==> src/rtl/sdram_arb_pkg.sv <==
// Shared types for the two-master SDRAM arbiter: FSM state encoding and master IDs.
package sdram_arb_pkg;

   typedef enum logic [1:0] {
      IDLE = 2'd0,
      GNT0 = 2'd1,
      GNT1 = 2'd2
   } arb_state_t;

   typedef logic mst_id_t;

   localparam mst_id_t MST0 = 1'b0;
   localparam mst_id_t MST1 = 1'b1;

   function automatic arb_state_t gnt_state(input mst_id_t id);
      return (id == MST1) ? GNT1 : GNT0;
   endfunction

endpackage

==> src/rtl/sdram_arb_pend_fifo.sv <==
// In-order FIFO of master IDs for reads accepted by the SDRAM controller but not yet returned.
module sdram_arb_pend_fifo
   import sdram_arb_pkg::*;
#(
   parameter int MAX_PEND = 4
)(
   input  logic    clk,
   input  logic    rst_n,
   input  logic    push,
   input  logic    pop,
   input  mst_id_t din,
   output mst_id_t dout,
   output logic    full,
   output logic    empty
);

   localparam int PTR_W = $clog2(MAX_PEND);
   localparam int CNT_W = PTR_W + 1;

   mst_id_t          r_mem [MAX_PEND];
   logic [PTR_W-1:0] r_wr_ptr;
   logic [PTR_W-1:0] r_rd_ptr;
   logic [CNT_W-1:0] r_count;
   logic             w_push;
   logic             w_pop;

   assign full   = (r_count == CNT_W'(MAX_PEND));
   assign empty  = (r_count == '0);
   assign dout   = r_mem[r_rd_ptr];
   assign w_push = push & ~full;
   assign w_pop  = pop & ~empty;

   // MAX_PEND is a power of two, so the pointers wrap by natural overflow.
   always_ff @(posedge clk or negedge rst_n) begin
      if (!rst_n) begin
         r_wr_ptr <= '0;
         r_rd_ptr <= '0;
         r_count  <= '0;
         for (int i = 0; i < MAX_PEND; i++) begin
            r_mem[i] <= MST0;
         end
      end else begin
         if (w_push) begin
            r_mem[r_wr_ptr] <= din;
            r_wr_ptr        <= r_wr_ptr + 1'b1;
         end
         if (w_pop) begin
            r_rd_ptr <= r_rd_ptr + 1'b1;
         end
         case ({w_push, w_pop})
            2'b10:   r_count <= r_count + 1'b1;
            2'b01:   r_count <= r_count - 1'b1;
            default: r_count <= r_count;
         endcase
      end
   end

endmodule

==> src/rtl/sdram_arbiter.sv <==
// Two-master Avalon-MM arbiter in front of the SDRAM controller, with read-return routing.
// Define SDRAM_ARB_FIXED_PRIO_EN for fixed m0-first priority instead of round robin.
//
// state | meaning
// IDLE  | no grant; s_* idle, both masters stalled
// GNT0  | master 0 owns the slave port
// GNT1  | master 1 owns the slave port
module sdram_arbiter
   import sdram_arb_pkg::*;
#(
   parameter int ADDR_W   = 25,
   parameter int DATA_W   = 32,
   parameter int MAX_PEND = 4
)(
   input  logic                clk,
   input  logic                rst_n,
   input  logic [ADDR_W-1:0]   m0_address,
   input  logic                m0_read,
   input  logic                m0_write,
   input  logic [DATA_W-1:0]   m0_writedata,
   input  logic [DATA_W/8-1:0] m0_byteenable,
   output logic                m0_waitrequest,
   output logic [DATA_W-1:0]   m0_readdata,
   output logic                m0_readdatavalid,
   input  logic [ADDR_W-1:0]   m1_address,
   input  logic                m1_read,
   input  logic                m1_write,
   input  logic [DATA_W-1:0]   m1_writedata,
   input  logic [DATA_W/8-1:0] m1_byteenable,
   output logic                m1_waitrequest,
   output logic [DATA_W-1:0]   m1_readdata,
   output logic                m1_readdatavalid,
   output logic [ADDR_W-1:0]   s_address,
   output logic                s_read,
   output logic                s_write,
   output logic [DATA_W-1:0]   s_writedata,
   output logic [DATA_W/8-1:0] s_byteenable,
   input  logic                s_waitrequest,
   input  logic [DATA_W-1:0]   s_readdata,
   input  logic                s_readdatavalid,
   output logic                err
);

   arb_state_t          r_state;
   arb_state_t          w_state_nxt;
   mst_id_t             r_rr_last;
   logic                r_held;
   logic                r_err;

   logic                w_req0;
   logic                w_req1;
   logic                w_gnt;
   logic                w_sel1;
   mst_id_t             w_g_id;
   logic                w_g_read;
   logic                w_g_write;
   logic                w_g_req;
   logic                w_g_rd_only;
   logic [ADDR_W-1:0]   w_g_address;
   logic [DATA_W-1:0]   w_g_writedata;
   logic [DATA_W/8-1:0] w_g_byteenable;
   logic                w_full;
   logic                w_empty;
   mst_id_t             w_head;
   logic                w_blocked;
   logic                w_accept;
   logic                w_push;
   logic                w_pop;
   mst_id_t             w_pick;
   logic                w_held_nxt;
   logic                w_err_proto;
   logic                w_err_set;

   assign w_req0         = m0_read | m0_write;
   assign w_req1         = m1_read | m1_write;
   assign w_gnt          = (r_state != IDLE);
   assign w_sel1         = (r_state == GNT1);
   assign w_g_id         = w_sel1 ? MST1 : MST0;
   assign w_g_read       = w_sel1 ? m1_read       : m0_read;
   assign w_g_write      = w_sel1 ? m1_write      : m0_write;
   assign w_g_address    = w_sel1 ? m1_address    : m0_address;
   assign w_g_writedata  = w_sel1 ? m1_writedata  : m0_writedata;
   assign w_g_byteenable = w_sel1 ? m1_byteenable : m0_byteenable;
   assign w_g_req        = w_g_read | w_g_write;
   // read+write together is forwarded as a write, so only a pure read needs a FIFO slot
   assign w_g_rd_only    = w_g_read & ~w_g_write;

   assign w_blocked = w_gnt & w_g_rd_only & w_full;
   assign w_accept  = w_gnt & w_g_req & ~s_waitrequest & ~w_blocked;
   assign w_push    = w_accept & w_g_rd_only;
   assign w_pop     = s_readdatavalid & ~w_empty;

   sdram_arb_pend_fifo #(
      .MAX_PEND (MAX_PEND)
   ) u_pend_fifo (
      .clk   (clk),
      .rst_n (rst_n),
      .push  (w_push),
      .pop   (w_pop),
      .din   (w_g_id),
      .dout  (w_head),
      .full  (w_full),
      .empty (w_empty)
   );

   always_comb begin
      w_pick = MST0;
`ifdef SDRAM_ARB_FIXED_PRIO_EN
      w_pick = w_req0 ? MST0 : MST1;
`else
      // On acceptance the accepted master becomes the one to skip next.
      if (w_req0 && w_req1) begin
         w_pick = ((w_accept ? w_g_id : r_rr_last) == MST1) ? MST0 : MST1;
      end else begin
         w_pick = w_req0 ? MST0 : MST1;
      end
`endif
   end

   // r_held marks a request seen but not yet accepted; only then is a dropped request a violation.
   always_comb begin
      w_state_nxt = r_state;
      w_err_proto = 1'b0;
      unique case (r_state)
         IDLE: begin
            if (w_req0 || w_req1) begin
               w_state_nxt = gnt_state(w_pick);
            end
         end
         GNT0, GNT1: begin
            if (w_accept) begin
               w_state_nxt = gnt_state(w_pick);
            end else if (!w_g_req && r_held) begin
               w_err_proto = 1'b1;
               w_state_nxt = IDLE;
            end else if (!w_g_req) begin
               w_state_nxt = (w_req0 || w_req1) ? gnt_state(w_pick) : IDLE;
            end
         end
         default: w_state_nxt = IDLE;
      endcase
   end

   assign w_held_nxt = (w_state_nxt == GNT0) ? (w_req0 & ~(w_accept & ~w_sel1)) :
                       (w_state_nxt == GNT1) ? (w_req1 & ~(w_accept &  w_sel1)) : 1'b0;

   assign w_err_set = w_err_proto
                    | (s_readdatavalid & w_empty)
                    | (m0_read & m0_write)
                    | (m1_read & m1_write);

   always_ff @(posedge clk or negedge rst_n) begin
      if (!rst_n) begin
         r_state   <= IDLE;
         r_rr_last <= MST1;
         r_held    <= 1'b0;
         r_err     <= 1'b0;
      end else begin
         r_state <= w_state_nxt;
         r_held  <= w_held_nxt;
         if (w_accept) begin
            r_rr_last <= w_g_id;
         end
         if (w_err_set) begin
            r_err <= 1'b1;
         end
      end
   end

   assign s_address    = w_gnt ? w_g_address    : '0;
   assign s_writedata  = w_gnt ? w_g_writedata  : '0;
   assign s_byteenable = w_gnt ? w_g_byteenable : '0;
   assign s_write      = w_gnt & w_g_write;
   assign s_read       = w_gnt & w_g_rd_only & ~w_full;

   assign m0_waitrequest = (r_state == GNT0) ? (s_waitrequest | w_blocked) : 1'b1;
   assign m1_waitrequest = (r_state == GNT1) ? (s_waitrequest | w_blocked) : 1'b1;

   assign m0_readdata      = s_readdata;
   assign m1_readdata      = s_readdata;
   assign m0_readdatavalid = w_pop & (w_head == MST0);
   assign m1_readdatavalid = w_pop & (w_head == MST1);

   assign err = r_err;

endmodule

==> config.mk <==
export PLATFORM = sky130hd
export DESIGN_NAME = sdram_arbiter
export DESIGN_NICKNAME = d
export VERILOG_FILES = /design/src/rtl/sdram_arb_pkg.sv /design/src/rtl/sdram_arb_pend_fifo.sv /design/src/rtl/sdram_arbiter.sv
export SDC_FILE = /design/constraint.sdc
export NUM_CORES = 1
export LEC_CHECK = 0
export BUFFER_PORTS_ARGS = -buffer_cell sky130_fd_sc_hd__buf_2
export CORE_AREA = 4 4 111 113
export DETAILED_ROUTE_END_ITERATION = 12
export DIE_AREA = 0 0 115 117
export SETUP_SLACK_MARGIN = 0.5
export SYNTH_ARGS = -nofsm -noshare
export SYNTH_HDL_FRONTEND = slang
export SYNTH_SLANG_ARGS = --single-unit
==> constraint.sdc <==
create_clock -name clk -period 3.6 [get_ports clk]
set_clock_uncertainty 0.1 [all_clocks]
set_input_delay 0.18 -clock clk [delete_from_list [all_inputs] [get_ports clk]]
set_output_delay 0.18 -clock clk [all_outputs]
set_load 0.02 [all_outputs]
==> metrics, run 1 <==
outcome finished, final reports clean; Distinct cells, synth 50; CTS root buffer clkbuf_16; crit-path cells inv_1 -> ha_2 -> buf_4 -> nor2_1 -> a21oi_1 -> nand2_1 -> buf_2; final period utilization between 70% and 80%; Avg WL per Cell 16.4 µm; largest net degree at the start of global routing between 40 and 50; crit path DAT about 2500 ps; Main synth FF type dfrtp_1; worst hold path class in2reg; area leader, netlist mux2i_1; Pwr Density about 800 mW/mm²; worst vdd ir about 0.36 mV; Mapped Cells 320; initial antenna violation count 0; number of H-tree levels 1; Synth Warn # 0; syn_nets between 400 and 500; Cell Area, Placed 0.00320 mm²; RR Startpoint r_state[0]; synthesized flop and latch total 16; leakage power 1.75 nW; Max Root-Sink Buffers 2; RSZ-0062 raised after global routing false; drt pass-1 iters 4; layout cells sized above 1 about half; vias in the first global route about 2600; Antenna Violating Nets Remaining 0; final WL between 9 and 10 mm; maximum fanout along the worst path 40; final hold slack around 77 ps; Slew @ Worst Pin 661 ps; DRC viols 0; sequential area share after synthesis between 10% and 20%; sw frac a little over half; Die ar. ~0.013 mm²; # rows 39; worst skew pair latency 250 ps; Vias/cell between 4 and 5; sequential group share of total power about an eighth; min Tclk post-route between 2000 and 3000 ps; Hold Violations, Final 0; grt total ovfl 0; CP Class reg2out; routed via count roughly 2600; Int Pwr 1.20 mW; gr usage total 12.9%; most frequent cells in the layout buf_2 (197), nor2_1 (70), mux2i_1 (63), dfrtp_1 (15); register-to-register setup slack ~880 ps; post-CTS setup buffer count 0; max-slew violation count 0; RR Endpoint r_held; Post-synth EDFFs 0; TritonCTS buffer count 3; Nets roughly 620; HP Start s_readdatavalid; Hold Path End err; post-synth top area share around a quarter; fmax about 360 MHz; Antenna Diode Count 0; Die Span Y between 100 and 150 µm; core area 0.0113 mm²; most common cell after layout, fill and taps aside buf_2; Syn-to-layout area delta 28.7%; post-CTS sizing 0; GPL Wtd Cong approximately 0.95; total negative slack 0 ps; Worst path slowest cell ha_2; fraction of registers with async set/reset between 90% and 100%; mean post-synth cell area 8.00 µm²; r2r worst-path depth 8; Reg clk slew, reported paths 50 ps; Finish-stage setup viols 0; Detail Placement HPWL just over 8 mm; Psw approximately 1.4 mW; Synth area leaders mux2i_1 (25%), buf_4 (19%), dfrtp_1 (15%), nor2_1 (10%), ha_1 (4.4%); Die X between 100 and 150 µm; clk sinks 16; IO buf count 197; CTS tree built; WP data required 3320 ps; Slew HR a little under three fifths; Max-Cap Viols 0; effective utilization at floorplan ~23%; Final Cell Area ~0.0033 mm²; first-pass GRT wire length around 14 mm; CP Launch Type flop; share of power burned in the clock network under 10%; Hold Path Stages 3; Combinational Power Share approximately 78%; endpoint type of the worst setup path output pin; I/O pin cnt around 300; slowest cell delay on critical path 600 ps; Starting DRT DRC Count between 100 and 150; mapped cell area about 0.0026 mm²
-- flip-flops by register name, summed over array words and instances (netlist names) --
| signal | flops |
|---|---|
| u_pend_fifo.r_mem | 4 |
| u_pend_fifo.r_count | 3 |
| r_rr_last | 1 |
| u_pend_fifo.r_wr_ptr | 2 |
| r_held | 1 |
| err | 1 |
| u_pend_fifo.r_rd_ptr | 2 |
| r_state | 2 |
-- per-layer routing --
layer  part of all wire, %  global-route usage (%)  up-vias
met3                   9.3                    3.03       21
met1                    40                    16.0     1184
met2                    49                    22.6      146
met5                     0                       0        -
met4                   1.4                    2.97        0
li1                      -                       -     1268
-- through the flow --
stage	power, mW	utilization (%)	std cells	setup slack, ps
3_5_place_dp	2.42	28.2	581	892
2_1_floorplan	1.89	-	320	1120
6_report	2.65	29.1	586	826
5_1_grt	2.86	29.1	586	593
3_3_place_gp	2.37	28.2	581	1000
4_1_cts	2.68	29.1	586	783
-- kinds of logic after synthesis --
group / share of synthesized area, %
xor+xnor: 2.05
mux: 27.7
simple gates: 19.4
buf+inv: 23.7
compound gates: 6.26
flops: 15.7
fa+ha+maj: 5.18
-- power groups by stage --
stage          logic (mW)  registers [mW]  clock network [mW]
4_1_cts              2.09           0.340               0.249
3_3_place_gp         2.03           0.340                   0
3_5_place_dp         2.08           0.343                   0
5_1_grt              2.25           0.353               0.257
6_report             2.06           0.341               0.246
2_1_floorplan        1.57           0.322                   0
-- cell type report --
type / count / area [µm²]
clock buffer: 4 / 88.8
fill: 1216 / 8030
inverter: 11 / 41.3
multi-input combinational: 211 / 1570
sequential: 16 / 402
tap: 143 / 179
timing repair buffer: 201 / 1020
-- cell usage after synthesis (2+ instances only) --
cell / instances
o21bai_1: 2
a21oi_1: 5
nor2_1: 70
nand2_1: 10
mux2i_1: 63
ha_1: 9
xnor2_1: 4
and3b_1: 2
mux2_1: 5
nor3b_1: 2
o21ai_1: 2
inv_1: 10
xor2_1: 2
dfrtp_1: 15
buf_2: 8
o21ai_0: 2
clkbuf_1: 8
buf_4: 64
nor4_1: 2
nor3_1: 5
-- worst max path at each step --
stage / from / to / depth (start not counted)
final: r_state[0] / m1_waitrequest / 7
after CTS: r_state[0] / m1_waitrequest / 7
after floorplan: r_state[0] / u_pend_fifo.r_count[2] / 12
after detailed placement: r_state[0] / r_held / 8
after global placement: r_state[0] / r_held / 8
after global routing: r_state[0] / r_held / 8
-- worst max-delay path: cells and delay by family (launching register included) --
kind                       cells  cell delay (ps)
DFF                            1              430
AOI/OAI and AO/OA              1              200
and+or+nand+nor                2              170
buffers and inverters          3              820
adders and majority gates      1              600
-- repair_timing --
action                                  in CTS  in global routing
hold buffers                                 1                  0
endpoints found under the setup margin       0                  0
endpoints found under the hold margin       15                  0
(Power assumes the default switching activity.)
==> run 2: changes to the inputs <==
--- a/config.mk
+++ b/config.mk
@@ -5,6 +5,7 @@
 export SDC_FILE = /design/constraint.sdc
 export NUM_CORES = 1
 export LEC_CHECK = 0
+export ABC_AREA = 1
 export BUFFER_PORTS_ARGS = -buffer_cell sky130_fd_sc_hd__buf_2
 export CORE_AREA = 4 4 111 113
 export DETAILED_ROUTE_END_ITERATION = 12
==> constraint.sdc (replaced) <==
create_clock -name clk -period 2.8 [get_ports clk]
set_clock_uncertainty 0.1 [all_clocks]
set_input_delay 0.14 -clock clk [delete_from_list [all_inputs] [get_ports clk]]
set_output_delay 0.14 -clock clk [all_outputs]
set_load 0.02 [all_outputs]
==> run 2 against run 1 <==
Effect of this change: flip-flop and latch count stayed put; sequential power is 25% higher; largest cell class unchanged; die area stayed put; register-to-register slack worse by 410 ps; count of clock-buffer cells in the layout stayed put; global-route usage is 2.0 points higher; critical endpoint is now u_pend_fifo.r_count[2]; worst setup slack worse by 350 ps; sequential share of layout area is 0.71 points lower; total power is 66% higher; synthesized area is 2.2% lower.
==> metrics, run 2 <==
Slew @ Worst Pin approximately 380 ps; drt pass-1 iters 4; max-slew violation count 0; IO buf count slightly below 200; HP Start m1_write; I/O pin cnt around 290; worst vdd ir ~0.6 mV; outcome finished, final reports clean; final hold slack around 63 ps; CP Launch Type flop; mapped cell area 0.00250 mm²; fraction of registers with async set/reset 100%; crit path DAT between 2000 and 2500 ps; Pwr Density roughly 1300 mW/mm²; RR Endpoint u_pend_fifo.r_count[2]; synthesized flop and latch total 16; Distinct cells, synth 27; Die X roughly 120 µm; grt total ovfl 0; first-pass GRT wire length 15.4 mm; Avg WL per Cell roughly 16 µm; Finish-stage setup viols 0; initial antenna violation count 1; Reg clk slew, reported paths around 50 ps; clk sinks 16; r2r worst-path depth 15; effective utilization at floorplan between 20% and 30%; # rows 39; Most flops, register u_pend_fifo.r_mem; mean post-synth cell area slightly below 6 µm²; sequential area share after synthesis 16.0%; Die ar. ~0.013 mm²; Slew HR 74.5%; post-synth top area share between 20% and 30%; Nets around 740; Synth top cells by count nor2_1 (138), buf_4 (65), o21ai_0 (64), nand2_1 (32), inv_1 (25); maximum fanout along the worst path 4; most common cell after layout, fill and taps aside buf_2; Mapped Cells between 400 and 500; Detail Placement HPWL around 9.5 mm; routed via count ~3000; Starting DRT DRC Count just under 100; Max Root-Sink Buffers 2; worst skew pair latency approximately 250 ps; RSZ-0062 raised after global routing true; most frequent cells in the layout buf_2 (196), nor2_1 (137), o21ai_0 (62), nand2_1 (27), buf_4 (22); Max-Cap Viols 0; CTS root buffer clkbuf_16; vias in the first global route 2660; final WL approximately 11 mm; Synth Warn # 0; worst hold path class in2reg; largest net degree at the start of global routing a little over 60; syn_nets between 500 and 600; area leader, netlist nor2_1; leakage power about 2 nW; layout cells sized above 1 46.7%; endpoint type of the worst setup path flop; Vias/cell between 4 and 5; area of the multi-input gates about 0.0015 mm²; Main synth FF type dfrtp_1; final period utilization ~83%; Post-synth EDFFs 0; Hold Path End err; Syn-to-layout area delta 39.7%; core area around 0.011 mm²; total negative slack 0 ps; Synth area leaders nor2_1 (21%), buf_4 (19%), dfrtp_1 (15%), o21ai_0 (13%), nand2_1 (4.8%); Antenna Violating Nets Remaining 0; CP Class reg2reg; Layout fillers 1299; largest registers u_pend_fifo.r_mem: 4 flops, u_pend_fifo.r_count: 3 flops; Die Span Y 117 µm; WP data required between 2000 and 3000 ps; Hold Path Stages 3; DRC viols 0; GPL Wtd Cong between 0.8 and 0.9; RR Startpoint r_state[1]; Hold Violations, Final 0; number of H-tree levels 1; register-to-register setup slack approximately 470 ps; most frequent cell after synthesis nor2_1; number of flip-flops in the largest register 4; gr usage total roughly 15%; min Tclk post-route 2330 ps; TritonCTS buffer count 3; CTS tree built; Reg area approximately 400 µm²; Antenna Diode Count 0; fmax roughly 430 MHz
## run 2: changes by cell type after synthesis, moves of 5 or more
cell / delta
nor2_1: +68
mux2i_1: -63
o21ai_0: +62
nand2_1: +22
inv_1: +15
nand3_1: +9
buf_2: -8
clkbuf_1: +8
mux2_1: -5
nor3_1: -5
## run 2: layout make-up
type	instances	area share, %
Clock buffer	4	2.54
Inverter	29	3.47
Multi-Input combinational cell	291	42.6
Sequential cell	16	11.5
Timing Repair Buffer	223	34.8
Tap cell	143	5.11
## run 2: how the worst max path moves through the flow
| stage | slack [ps] | from | to | cells past startpoint |
|---|---|---|---|---|
| after detailed placement | 210 | r_state[0] | u_pend_fifo.r_count[2] | 16 |
| after global routing | 350 | r_state[1] | u_pend_fifo.r_count[2] | 15 |
| final | 470 | r_state[1] | u_pend_fifo.r_count[2] | 15 |
| after floorplan | 430 | r_state[0] | u_pend_fifo.r_count[2] | 16 |
| after CTS | 450 | r_state[1] | u_pend_fifo.r_count[2] | 15 |
| after global placement | 250 | r_state[0] | u_pend_fifo.r_count[2] | 16 |
## run 2: critical path: stages (launching register included)
cell	delay [ps]
dfrtp_1	420
ha_4	210
buf_6	120
nand2_2	50
nand2_2	60
nor2_4	130
nor2_4	60
nand2_4	80
inv_4	40
nand2_4	70
ha_4	140
inv_4	30
fa_2	340
a21oi_2	130
o21ai_1	80
xor2_1	160
## run 2: timing repair
action,in CTS,in global routing
gates resized for setup,3,18
pin swaps,2,12
hold buffers,1,0
endpoints found under the hold margin,15,0
endpoints found under the setup margin,15,48
setup buffers,9,9
## run 2: kinds of logic after synthesis
group	Yosys count	share of synthesized area (%)
AOI/OAI and AO/OA	80	16.9
xor gates and xnor gates	4	1.40
adders and majority gates	10	5.29
buffers and inverters	113	26.7
DFF	16	16.0
and+or+nand+nor	197	33.7
## run 2: stage by stage
step                cells  utilization, %  cell area [µm²]  total power [mW]  setup WS (ps)
detailed placement    683            28.3             3200              3.83            212
global placement      683            28.3             3200              3.84            251
finish                706            30.9             3500              4.39            474
floorplan             420               -             2550              2.78            432
global route          706            30.9             3500              4.80            353
CTS                   697            29.8             3380              4.26            449
## run 2: power breakdown
part           internal, mW  leakage [nW]  switching [mW]
logic                  1.25          1.76            2.41
registers             0.345         0.189          0.0796
clock network         0.217        0.0442          0.0931
## run 2: layer usage
metal / vias up / routed length [µm] / track usage [%]
met3: 13 / 1510 / 7.46
met4: 2 / 127 / 2.58
met2: 159 / 5310 / 23.5
met5: - / 13 / 0
met1: 1274 / 4360 / 18.5
li1: 1547 / - / -
==> run 3: changes to the inputs <==
--- a/config.mk
+++ b/config.mk
@@ -5,7 +5,7 @@
 export SDC_FILE = /design/constraint.sdc
 export NUM_CORES = 1
 export LEC_CHECK = 0
-export ABC_AREA = 1
+export ABC_AREA = 0
 export BUFFER_PORTS_ARGS = -buffer_cell sky130_fd_sc_hd__buf_2
 export CORE_AREA = 4 4 111 113
 export DETAILED_ROUTE_END_ITERATION = 12
==> constraint.sdc (replaced) <==
create_clock -name clk -period 2.1 [get_ports clk]
set_clock_uncertainty 0.1 [all_clocks]
set_input_delay 0.105 -clock clk [delete_from_list [all_inputs] [get_ports clk]]
set_output_delay 0.105 -clock clk [all_outputs]
set_load 0.02 [all_outputs]
==> run 3 against run 2 <==
Effect of this change: via count is 2.0% higher; the run now ends with negative setup slack left; clock power increased by 22%; non-clock buffer count up 47; sequential power increased by 39%; total power up 110%; count of clock-buffer cells in the layout unchanged; worst setup slack got worse by 640 ps; first-iteration DRC count increased by 11%; cell count fell by 6.9%; register-to-register slack lost 640 ps.
==> metrics, run 3 (synthesized netlist as in run 1, its figures left out) <==
CP Class reg2reg; clk sinks 16; TritonCTS buffer count 3; core area around 0.011 mm²; crit path DAT 2290 ps; outcome finished, violations left; initial antenna violation count 4; Cell Area, Placed about 0.0035 mm²; Finish-stage setup viols 57; Max Root-Sink Buffers 2; Max-Cap Viols 0; Detail Placement HPWL around 9.0 mm; Die X 115 µm; Die ar. between 0.01 and 0.015 mm²; Vias/cell ~4.7; Nets 685; I/O pin cnt slightly below 300; number of H-tree levels 1; leakage power 2.52 nW; fmax approximately 440 MHz; Slew @ Worst Pin around 480 ps; gr usage total ~17%; # rows 39; vias in the first global route 3222; drt pass-1 iters 4; Final Cell Area 0.00565 mm²; layout cells sized above 1 about four fifths; fin worst setup slack -168 ps; Syn-to-layout area delta 121%; Reg clk slew, reported paths around 50 ps; largest registers u_pend_fifo.r_mem: 4 flops, u_pend_fifo.r_count: 3 flops; Pwr Density ~1600 mW/mm²; CTS root buffer clkbuf_16; RSZ-0062 raised after global routing true; min Tclk post-route around 2300 ps; DP Worst Slack -144 ps; Most flops, register u_pend_fifo.r_mem; Starting DRT DRC Count approximately 110; Final Util between 40% and 50%; first-pass GRT wire length between 15 and 20 mm; met3 Usage GRT 5.09%; worst skew pair latency around 240 ps; endpoint type of the worst setup path flop; final WL 13.2 mm; effective utilization at floorplan 22.6%; Hold Violations, Final 0; CTS tree built; routed via count around 3100; largest net degree at the start of global routing 20; Slew HR a little under 70%; WP data required approximately 2100 ps; GPL Wtd Cong approximately 0.83; max-slew violation count 0; Hold Path Stages 3; Die Span Y 117 µm; most frequent cells in the layout buf_2 (130), buf_6 (72), nor2_4 (42), buf_4 (37), mux2i_1 (29); IO buf count slightly below 200; met2 usage 32.4%; r2r worst-path depth 12; grt total ovfl 0; CP Launch Type flop; Avg WL per Cell about 20 µm; maximum fanout along the worst path 3; worst hold path class in2reg; GR Util met1 20.5%; most common cell after layout, fill and taps aside buf_2; Antenna Violating Nets Remaining 0; final period utilization 108%; final hold slack 68.3 ps; worst vdd ir ~0.9 mV; number of flip-flops in the largest register 4; failing checks negative setup slack; DRC viols 0; GRT busiest layer met2
-- run 3: report_power, final --
group	leakage [nW]	switching, mW	internal (mW)
Sequential	0.193	0.131	0.458
Combinational	2.29	3.71	4.38
Clock	0.0382	0.120	0.257
-- run 3: area by class of cell --
class                   count  area (µm²)
fillers                   991        5670
well taps                 143         179
diodes                      2        5.00
multi-input cells         211        2510
repair buffers            270        2430
flip-flops and latches     16         402
inverters                  11        43.8
clock buffers               4        78.8
-- run 3: metal layers --
layer,up-vias,part of all wire (%),wire length (µm)
li1,1413,-,-
met1,1453,35,4600
met2,164,54,7140
met3,18,9.9,1310
met4,8,1.0,133
met5,-,0.42,56
-- run 3: final timing paths --
check | start | end | slack [ps]
min | s_readdatavalid | err | 70
min in group asynchronous | rst_n | u_pend_fifo.r_wr_ptr[1] | 200
max in group asynchronous | rst_n | r_rr_last | 1390
max | r_state[0] | u_pend_fifo.r_count[2] | -170
min reg2reg | u_pend_fifo.r_rd_ptr[1] | u_pend_fifo.r_rd_ptr[1] | 380
max reg2reg | r_state[0] | u_pend_fifo.r_count[2] | -170
-- run 3: stage by stage --
step	std cells	setup TNS [ps]	total power [mW]
6_report	657	-3720	9.06
5_1_grt	655	-7460	9.47
4_1_cts	641	-492	8.05
3_5_place_dp	597	-243	4.74
3_3_place_gp	597	-99.8	4.68
2_1_floorplan	320	-443	3.76
-- run 3: what timing repair did --
action / CTS / global route
gates resized for setup: 229 / 101
hold buffers: 1 / 0
endpoints found under the setup margin: 80 / 81
buffers inserted: 27 / 12
gates cloned: 12 / 2
pin swaps: 14 / 38
endpoints found under the hold margin: 16 / 0
-- run 3: worst max-delay path: stages, from the launching register on --
cell and delay (ps):
dfrtp_1 360, inv_2 60, ha_4 170, nor3b_4 260, nor2_4 70, nor4_4 290, inv_1 110, ha_4 180
inv_2 50, fa_2 180, xor2_1 130, nor2_1 60, xor2_1 130
